===== config.mk =====
export PLATFORM = sky130hd
export DESIGN_NAME = md5_msg_sched
export DESIGN_NICKNAME = d
export VERILOG_FILES = /design/src/rtl/md5_pkg.sv /design/src/rtl/md5_gindex.sv /design/src/rtl/md5_msg_sched.sv
export SDC_FILE = /design/constraint.sdc
export NUM_CORES = 1
export LEC_CHECK = 0
export CORE_ASPECT_RATIO = 0.6
export CORE_MARGIN = 2
export CORE_UTILIZATION = 33
export CTS_BUF_LIST = sky130_fd_sc_hd__clkbuf_2
export CTS_CLUSTER_DIAMETER = 100
export DETAILED_ROUTE_END_ITERATION = 16
export PLACE_DENSITY = 0.56
export RECOVER_POWER = 25
export SKIP_CTS_REPAIR_TIMING = 1
export SLEW_MARGIN = 20
export SYNTH_ARGS = -nofsm -noshare
export SYNTH_HDL_FRONTEND = slang
export SYNTH_SLANG_ARGS = --single-unit

===== constraint.sdc =====
create_clock -name clk -period 28.2 [get_ports clk]
set_input_delay 4.23 -clock clk [delete_from_list [all_inputs] [get_ports clk]]
set_output_delay 4.23 -clock clk [all_outputs]
set_load 0.02 [all_outputs]

===== src/rtl/md5_pkg.sv =====
// Shared definitions for the MD5 message scheduler: FSM states, block geometry
// and the per-round coefficients of the message index permutation.
package md5_pkg;

   typedef enum logic {
      LOAD  = 1'b0,
      SERVE = 1'b1
   } state_e;

   localparam int WORDS_PER_BLOCK = 16;
   localparam int STEPS           = 64;

   // g(i) = (G_MULT[r] * i + G_ADD[r]) mod 16, r = i[5:4]; nibble r holds round r.
   localparam logic [15:0] G_MULT = {4'd7, 4'd3, 4'd5, 4'd1};
   localparam logic [15:0] G_ADD  = {4'd0, 4'd5, 4'd1, 4'd0};

endpackage


===== src/rtl/md5_gindex.sv =====
// Combinational MD5 message index permutation: round step i -> word index g.
module md5_gindex
   import md5_pkg::*;
(
   input  logic [5:0] i,
   output logic [3:0] g
);

   logic [3:0] mult;
   logic [3:0] add;

   // Only i mod 16 matters because the whole product is taken mod 16.
   always_comb begin
      mult = G_MULT[{i[5:4], 2'b00} +: 4];
      add  = G_ADD[{i[5:4], 2'b00} +: 4];
      g    = mult * i[3:0] + add;
   end

endmodule


===== src/rtl/md5_msg_sched.sv =====
// MD5 message scheduler: captures a 16-word block, then replays it as 64
// round steps carrying M[g(i)], i and g.
//
// Handshake: a beat transfers on a rising edge where valid & ready are both
// high; valid/ready depend only on registered state, and outputs hold until
// their transfer.
module md5_msg_sched
   import md5_pkg::*;
#(
   parameter int DATA_W = 32
) (
   input  logic              clk,
   input  logic              reset,
   input  logic              in_valid,
   output logic              in_ready,
   input  logic [DATA_W-1:0] in_data,
   output logic              out_valid,
   input  logic              out_ready,
   output logic [DATA_W-1:0] out_data,
   output logic [5:0]        out_index,
   output logic [3:0]        out_g,
   output logic              out_last,
   output state_e            dbg_state
);

   localparam logic [3:0] LAST_WORD = 4'(WORDS_PER_BLOCK - 1);
   localparam logic [5:0] LAST_STEP = 6'(STEPS - 1);

   state_e            state_q, state_d;
   logic [DATA_W-1:0] mem_q [WORDS_PER_BLOCK];
   logic [DATA_W-1:0] mem_d [WORDS_PER_BLOCK];
   logic [3:0]        wcnt_q, wcnt_d;
   logic [5:0]        step_q, step_d;
   logic              in_hs;
   logic              out_hs;

   md5_gindex u_gindex (
      .i (step_q),
      .g (out_g)
   );

   always_comb begin
      state_d   = state_q;
      wcnt_d    = wcnt_q;
      step_d    = step_q;
      mem_d     = mem_q;
      in_ready  = (state_q == LOAD);
      out_valid = (state_q == SERVE);
      in_hs     = in_valid & in_ready;
      out_hs    = out_valid & out_ready;
      case (state_q)
         LOAD: begin
            if (in_hs) begin
               mem_d[wcnt_q] = in_data;
               wcnt_d        = wcnt_q + 4'd1;
               if (wcnt_q == LAST_WORD) begin
                  wcnt_d  = 4'd0;
                  step_d  = 6'd0;
                  state_d = SERVE;
               end
            end
         end
         SERVE: begin
            if (out_hs) begin
               step_d = step_q + 6'd1;
               if (step_q == LAST_STEP) begin
                  step_d  = 6'd0;
                  state_d = LOAD;
               end
            end
         end
         default: state_d = LOAD;
      endcase
   end

   // Reset discards any partial block, including the stored words.
   always_ff @(posedge clk or posedge reset) begin
      if (reset) begin
         state_q <= LOAD;
         wcnt_q  <= 4'd0;
         step_q  <= 6'd0;
         mem_q   <= '{default: '0};
      end else begin
         state_q <= state_d;
         wcnt_q  <= wcnt_d;
         step_q  <= step_d;
         mem_q   <= mem_d;
      end
   end

   assign out_index = step_q;
   assign out_data  = mem_q[out_g];
   assign out_last  = (step_q == LAST_STEP) && (state_q == SERVE);
   assign dbg_state = state_q;

endmodule


==> After elaboration in Yosys (flattened, before gate mapping) <==
Index checks and enable logic that the tools add are counted.
{ "op_classes": {"shifts": 2, "magnitude_cmp": 3, "bitwise_logic": 5, "n_eq_ne": 5, "div": 0, "muxes": 17, "multipliers": 1, "reduce_logical": 4, "n_addsub": 3} }
{ "ops": {"columns": ["cell", "count"], "rows": [
  ["bitwise mux 512 bit", 1],
  ["binary-select mux 32 bit (select 4 bit)", 1],
  ["demux 32 bit (select 4 bit)", 1],
  ["2-to-1 mux 32 bit", 3],
  ["variable part select 16 x 5 -> 4 bit, first input constant", 2],
  ["2-to-1 mux 6 bit", 4],
  ["one-hot mux 6 bit (2 select lines)", 1],
  [">= comparator 5 bit, second input constant", 2],
  ["inverter 4 -> 5 bit", 2],
  ["adder 6 x 1 -> 6 bit, second input constant", 1],
  ["equality test 6 bit, second input constant", 1],
  ["inequality test 2 x 1 -> 1 bit, second input constant", 3],
  ["< comparator 5 x 1 -> 1 bit, second input constant", 1],
  ["adder 4 x 1 -> 4 bit, second input constant", 1],
  ["adder 4 bit", 1],
  ["equality test 4 bit, second input constant", 1],
  ["multiplier 4 x 4 -> 4 bit", 1],
  ["2-to-1 mux 1 bit", 4],
  ["2-to-1 mux 4 bit", 1],
  ["AND reduction 3 bit", 1],
  ["bitwise AND 1 bit", 2],
  ["logical AND 1 bit", 2],
  ["one-hot mux 1 bit (2 select lines)", 1],
  ["AND reduction 2 bit", 1],
  ["inverter 1 bit", 1]
]} }
{ "totals": {"out_inout_bits": 46, "in_bits": 36, "word_cells": 59, "ramBits": 0, "rom_bits": 0, "regBits": 523, "latch_bits": 0, "n_memories": 0} }

==> Logic depth before layout (Yosys ltp) <==
Gate-level depths: netlist (run 1).
{ "logic_depth": {"ltp_word": 7, "depth_mapped": 14, "mapped_depth_nobuf": 12} }

==> By module <==
Synthesis (run 1) repeated with hierarchy kept, for this count alone.
{ "hier_totals": {"cells_unflattened": 1493, "hier_area_um2": 23669.0} }
{ "modules_own_cells": {"columns": ["module", "n_inst", "area_per_inst_um2", "seq_area_each_um2", "cells_each"], "rows": [
  ["md5_msg_sched", 1, 23455.0, 13087.6, 1469],
  ["md5_gindex", 1, 214.0, 0.0, 24]
]} }

==> Least setup slack after synthesis (run 1) <==
OpenSTA, ideal clock, no wires.
{ "synth_timing": {"kind": "register to output", "from": "register step_q[5] (netlist: out_index[5])", "to": "output port out_data[15]", "stages_incl_launch_ff": 13, "t_arrival_ns": 3.583, "n_path_buf": 2, "path_slack_ns": 20.387, "required_time_ns": 23.970, "cell_sequence": "dfrtp_1 and2_1 ha_1 ha_1 inv_1 fa_1 inv_1 ha_1 buf_2 buf_1 mux4_2 mux2i_1 o221ai_1"} }
{ "synth_via": {"elab_chain_len": 7, "elab_cells_between_ends": 8, "cone_classes": "add/sub: 1; mul: 1; shift: 2; mux: 3; bitwise: 1"} }
{ "synth_lines": {"columns": ["element", "line", "text"], "rows": [
  ["start: declaration", "md5_msg_sched.sv:33", "logic [5:0] step_q, step_d;"],
  ["start signal: assignment", "md5_msg_sched.sv:86", "step_q <= step_d;"],
  ["variable part select 16 x 5 -> 4 bit", "md5_gindex.sv:14", "mult = G_MULT[{i[5:4], 2'b00} +: 4];"],
  ["multiplier 4 x 4 -> 4 bit", "md5_gindex.sv:16", "g = mult * i[3:0] + add;"],
  ["adder 4 bit *", "md5_gindex.sv:16", null],
  ["net out_g[2]", "md5_msg_sched.sv:21", "output logic [3:0] out_g,"],
  ["inverter 4 -> 5 bit (not written as such) *", "md5_msg_sched.sv:92", "assign out_data = mem_q[out_g];"],
  ["binary-select mux 32 bit (select 4 bit) *", "md5_msg_sched.sv:92", null],
  ["2-to-1 mux 32 bit (not written as such) * (2 in a row)", "md5_msg_sched.sv:92", null],
  ["end: declaration", "md5_msg_sched.sv:19", "output logic [DATA_W-1:0] out_data,"]
]} }
Mark *: on every way through the listed nets, which the timed path passes. The rest lies on a longest branch. The select of a mux whose other input is x is not followed.

==> results of run 1 <==
-- logic make-up (layout without fill, tap and decap cells) --
kind of cell               after synthesis  count (layout)  synth area share, %
other                                    0               1                    0
muxes                                  673             673                 37.5
and+or+nand+nor                         88              88                 1.88
AOI/OAI and AO/OA                       73              73                 1.98
xor gates and xnor gates                 6               6                0.277
buffers and inverters                  141             303                 2.91
adders and majority gates               14              14                0.763
DFF                                    523             523                 54.7
-- Yosys cell counts (all sizes together), types with 3 or more instances --
master / n / area (um2)
o21ai: 10 / 50.1
a211oi: 25 / 188
and2: 3 / 18.8
clkbuf: 43 / 165
mux4: 128 / 2880
and3: 3 / 18.8
a21oi: 26 / 130
mux2i: 33 / 330
dfrtp: 523 / 13100
o221ai: 7 / 61.3
inv: 11 / 41.3
mux2: 512 / 5770
nand2: 35 / 131
buf: 87 / 490
ha: 13 / 163
nor2: 4 / 15.0
xnor2: 4 / 35.0
nor2b: 26 / 163
nand3: 11 / 55.1
-- worst max path at each step --
stage	from	end	slack, ns	cells past startpoint
final	reset	mem_q[180]$_DFFE_PP0P_	12.73	3
after global placement	out_index[5]$_DFFE_PP0P_	out_data[26]	18.34	13
after global routing	reset	mem_q[156]$_DFFE_PP0P_	10.42	3
after CTS	out_index[5]$_DFFE_PP0P_	out_data[26]	17.04	13
after detailed placement	out_index[5]$_DFFE_PP0P_	out_data[26]	18.34	13
after floorplan	reset	dbg_state$_DFF_PP0_	9.36	1
-- state kept, by name (all words and copies together) (netlist names) --
register   cells
wcnt_q         4
dbg_state      1
mem_q        512
out_index      6
-- worst reg2reg max path, stage by stage, from the launching register on --
cell and delay, ns:
dfrtp_1 0.55, and4b_1 0.32, nand2_2 0.10, clkbuf_1 2.39, mux2_2 0.53
-- metal layers --
layer	vias up	GRT usage, %
li1	5877	-
met4	4	4.35
met2	247	23.3
met3	90	3.95
met1	7242	25.0
met5	-	0
-- per-stage QoR --
step	area, um2	worst slack, ns
after detailed placement	25600	18.34
after global routing	26500	10.42
after global placement	25600	18.34
after CTS	26600	17.04
after floorplan	23900	9.36
final	26500	12.73
-- final cells by class --
class | instances | share of cell area (%)
clock buffers | 171 | 3.23
inverters | 11 | 0.161
well taps | 975 | 4.61
repair buffers | 104 | 3.70
clock inverters | 17 | 0.359
multi-input cells | 854 | 38.5
diodes | 1 | 0.00945
flip-flops and latches | 523 | 49.4
-- power groups by stage --
stage	Clock (W)	Sequential (W)	Combinational, W
4_1_cts	0.000492	0.000767	0.00126
3_3_place_gp	0	0.000780	0.00126
5_1_grt	0.000534	0.000768	0.00132
6_report	0.000468	0.000767	0.00123
3_5_place_dp	0	0.000781	0.00126
2_1_floorplan	0	0.000783	0.000822
==> flow_summary.json, run 1 <==
{
  "final_core_utilization_pct": 36.9,
  "status": "finished with violations",
  "cts_tree": "done",
  "critical_path.max_fanout": 172,
  "min_from": "mem_q[315]$_DFFE_PP0P_",
  "ys_ff_latch": 523,
  "ctsRootBufferMaster": "clkbuf_2",
  "antenna_found_initial": 3,
  "synth_cell_types": 38,
  "synth_edf_count": 0,
  "die_w_um": 352,
  "crit_chain": "dlygate4sd3_1 -> clkinvlp_2 -> clkbuf_1",
  "worst_pin_slew_ns": 9.25,
  "clk_latency_ns": 1.16,
  "crit_path_top_delay_cell": "clkbuf_1",
  "drt_iter0_drc": 616,
  "io_pins": 82,
  "highest_layer": "met5",
  "power.density_mw_per_mm2": 93.1,
  "grt.overflow.total": 0,
  "drv_slew": 412,
  "drive_above_1_share_pct": 50.7,
  "critPathMaxStageDelay_ns": 6.65,
  "grt.total_usage_pct": 16.5,
  "max_slew_margin_pct": -516,
  "async_reset_ff_share_pct": 100,
  "layout_min_cycle_time_ns": 15.47,
  "synth_warnings": 0,
  "fillers": 6837,
  "synthFlopType": "dfrtp_1",
  "synthCells": 1518,
  "die_h_um": 213,
  "place_inst": 2467,
  "power_switching_w": 0.00107,
  "num_rows": 76,
  "power_w": 0.00247,
  "seqCellArea_mm2": 0.0131,
  "endpoint_kind": "asynchronous set/reset pin",
  "seq_area_frac_synth_pct": 54.7,
  "instances_no_fill": 2656,
  "core_mm2": 0.0718,
  "firstDrtPassIters": 5,
  "cts_buffers": 119,
  "syn_avg_cell_area_um2": 15.8,
  "finalHoldViolCount": 0,
  "cts.sinks": 523,
  "start_util_pct": 33.3,
  "p_comb_share_pct": 49.9,
  "worstPathBufferInverterCount": 3,
  "routed_wirelength_um": 59300,
  "required_ns": 27.07,
  "vias_per_cell": 5.07,
  "drc": 0,
  "cts_buffer_depth": 3,
  "fin_nets": 1663,
  "skew_ns": 0.116,
  "routedWlPerCell_um": 22.3,
  "hold_ws_ns": 0.508,
  "leakage_nw": 13.1,
  "tns_ns": 0,
  "min_to": "mem_q[315]$_DFFE_PP0P_",
  "path_class": "in2async",
  "crit_family": "buffers and inverters",
  "netSwitchingFraction_pct": 43.5,
  "min_path_cells": 1,
  "port_buffers": 81,
  "p_int_w": 0.00139,
  "p_seq_share_pct": 31.1,
  "critPathLaunchType": "input pin",
  "finalCritPeriodShare_pct": 54.9,
  "areaGrowthSynthToFinish_pct": 10.7,
  "gp_congestion": 0.710,
  "reg2reg_slack_ns": 24.20,
  "syn_area_mm2": 0.0239,
  "h-tree-depth": 3,
  "grt_pass1_vias": 14500,
  "clk_pin_slew_ns": 0.10,
  "finalSetupViolCount": 0,
  "syn_nets": 1568,
  "failed_checks": "capacitance limit, slew limit",
  "cp.arrival_ns": 14.34,
  "wl_met2_um": 25300,
  "rsz0062_at_grt": "no",
  "grt_pass1_wl_um": 92100,
  "multi_input_area_mm2": 0.0102,
  "dieArea_mm2": 0.0748,
  "postRouteAntennaNets": 0,
  "dp_hpwl_um": 31800,
  "final_common_cell": "dfrtp_1",
  "wl_met1_um": 30400,
  "reg2reg_to": "mem_q[20]$_DFFE_PP0P_",
  "cap_violations": 6,
  "min_path_type": "reg2reg",
  "reg2reg_from": "dbg_state$_DFF_PP0_",
  "vdd_drop_max_mv": 0.136,
  "wl_met3_um": 2600,
  "grt_max_degree": 173,
  "mostFrequentLayoutCells": "dfrtp_1, mux2_2, clkbuf_2, mux4_2, clkdlybuf4s50_1",
  "num_vias": 13500,
  "r2r_cells": 4,
  "max_freq_ghz": 0.0646,
  "pwr-share-clk_pct": 19.0
}
No activity file was read; power rests on OpenSTA's default activity.
==> run 2, diff against run 1 <==
PLACE_DENSITY = 0.58   (was 0.56)
clock period = 13.1 ns   (was 28.2 ns; I/O delays follow)
==> run 2 against run 1 <==
Against the previous run: the flow still finishes with violations (capacitance limit, slew limit); critical endpoint is now out_data[19]; wire length down 4.8%; global-route usage down 0.86 points; combinational power up 110%.
==> flow_summary.json, run 2 (synthesized netlist as in run 1, its figures left out) <==
{
  "skew_ns": 0.0909,
  "mostFrequentLayoutCells": "dfrtp_1, mux2_2, clkbuf_2, mux4_2, clkdlybuf4s50_1",
  "num_vias": 13400,
  "endpoint_kind": "primary output",
  "grt_pass1_vias": 14500,
  "drc": 0,
  "cts.sinks": 523,
  "fin_nets": 1668,
  "largest_register": "mem_q",
  "critPathLaunchType": "flop",
  "cts_tree": "done",
  "path_class": "reg2out",
  "core_mm2": 0.0718,
  "tns_ns": 0,
  "grt.total_usage_pct": 15.6,
  "hold_ws_ns": 0.509,
  "finalSetupViolCount": 0,
  "routed_wirelength_um": 56500,
  "ctsRootBufferMaster": "clkbuf_2",
  "firstDrtPassIters": 4,
  "layout_min_cycle_time_ns": 7.98,
  "areaGrowthSynthToFinish_pct": 11.5,
  "min_path_type": "reg2reg",
  "max_slew_margin_pct": -149,
  "vias_per_cell": 5.00,
  "routedWlPerCell_um": 21.0,
  "vdd_drop_max_mv": 0.358,
  "critical_path.max_fanout": 43,
  "status": "finished with violations",
  "grt_max_degree": 183,
  "crit_chain": "and2_1 -> ha_1 -> ha_1 -> inv_1 -> fa_1 -> inv_1 -> ha_4 -> buf_4 -> mux4_2 -> nor2b_1 -> a211oi_1 -> a21oi_1 -> clkdlybuf4s50_1",
  "cap_violations": 3,
  "failed_checks": "capacitance limit, slew limit",
  "clk_latency_ns": 1.15,
  "cp.arrival_ns": 6.02,
  "min_from": "mem_q[294]$_DFFE_PP0P_",
  "finalHoldViolCount": 0,
  "cts_buffers": 118,
  "leakage_nw": 13.2,
  "drv_slew": 166,
  "die_h_um": 213,
  "fillers": 6891,
  "required_ns": 11.14,
  "reg2reg_from": "dbg_state$_DFF_PP0_",
  "gp_congestion": 0.708,
  "postRouteAntennaNets": 0,
  "io_pins": 82,
  "antenna_found_initial": 1,
  "finalCritPeriodShare_pct": 61.0,
  "max_freq_ghz": 0.125,
  "largest_reg_flops": 512,
  "final_core_utilization_pct": 37.2,
  "worst_pin_slew_ns": 3.74,
  "reg2reg_slack_ns": 9.58,
  "startpoint": "out_index[1]$_DFFE_PP0P_",
  "start_util_pct": 33.3,
  "power_w": 0.00532,
  "dp_hpwl_um": 30800,
  "clk_pin_slew_ns": 0.10,
  "num_rows": 76,
  "die_w_um": 352,
  "crit_path_top_delay_cell": "buf_4",
  "dieArea_mm2": 0.0748,
  "cts_buffer_depth": 3,
  "multi_input_area_mm2": 0.0102,
  "seqCellArea_mm2": 0.0131,
  "h-tree-depth": 3,
  "rsz0062_at_grt": "no",
  "grt.overflow.total": 0,
  "drt_iter0_drc": 571,
  "drive_above_1_share_pct": 51.1,
  "grt_pass1_wl_um": 88700,
  "power.density_mw_per_mm2": 199,
  "final_common_cell": "dfrtp_1",
  "critPathMaxStageDelay_ns": 0.73,
  "port_buffers": 81
}
==> run 2: changes by cell type in the layout (fill, tap and decap cells not counted), sizes merged <==
| cell | change |
|---|---|
| clkinv | +12 |
| clkbuf | +9 |
| buf | +7 |
| inv | +4 |
| bufinv | +1 |
| clkinvlp | -1 |
| diode | +1 |
==> run 2: critical path: cells and delay by family (launching register included) <==
family	cells	cell delay, ns
adder cells (fa/ha/maj)	4	1.67
AND/OR/NAND/NOR	2	0.31
buffers and inverters	4	1.45
AO/OA/AOI/OAI	2	0.36
flip-flops	1	0.45
multiplexers	1	0.58
==> run 2: final timing paths <==
path                                           to  cells past startpoint
max in group asynchronous  mem_q[113]$_DFFE_PP0P_                      5
hold / removal             mem_q[294]$_DFFE_PP0P_                      1
setup reg to reg           mem_q[169]$_DFFE_PP0P_                      6
min in group asynchronous  mem_q[505]$_DFFE_PP0P_                      3
setup / recovery                     out_data[19]                     13
hold reg to reg            mem_q[294]$_DFFE_PP0P_                      1
==> run 2: area by class of cell <==
cell class	count	area share, %
inverters	11	0.169
repair buffers	110	3.96
well taps	975	4.57
multi-input cells	854	38.3
clock buffers	181	3.39
flip-flops and latches	523	49.0
clock inverters	33	0.586
diodes	2	0.0187
==> run 2: report_power, final <==
part	internal [W]	switching, W
sequential	0.00163	0.0000199
clock	0.000386	0.000660
combinational	0.00102	0.00160
==> run 2: through the flow <==
step                cells  setup WS [ns]  area, um2
floorplan            1518           4.03      23900
global placement     2472           6.13      25600
detailed placement   2472           6.21      25600
CTS                  2686           4.91      26700
global route         2688           4.14      26700
finish               2689           5.12      26700
==> run 2: per-layer routing <==
| layer | up-vias | share of wire (%) | track usage [%] | wire length, um |
|---|---|---|---|---|
| met5 | - | 0 | 0 | 0 |
| met4 | 0 | 1.4 | 3.79 | 797 |
| met3 | 76 | 3.9 | 3.21 | 2230 |
| met2 | 220 | 45 | 23.7 | 25400 |
| met1 | 7222 | 50 | 22.8 | 28000 |
| li1 | 5925 | - | - | - |
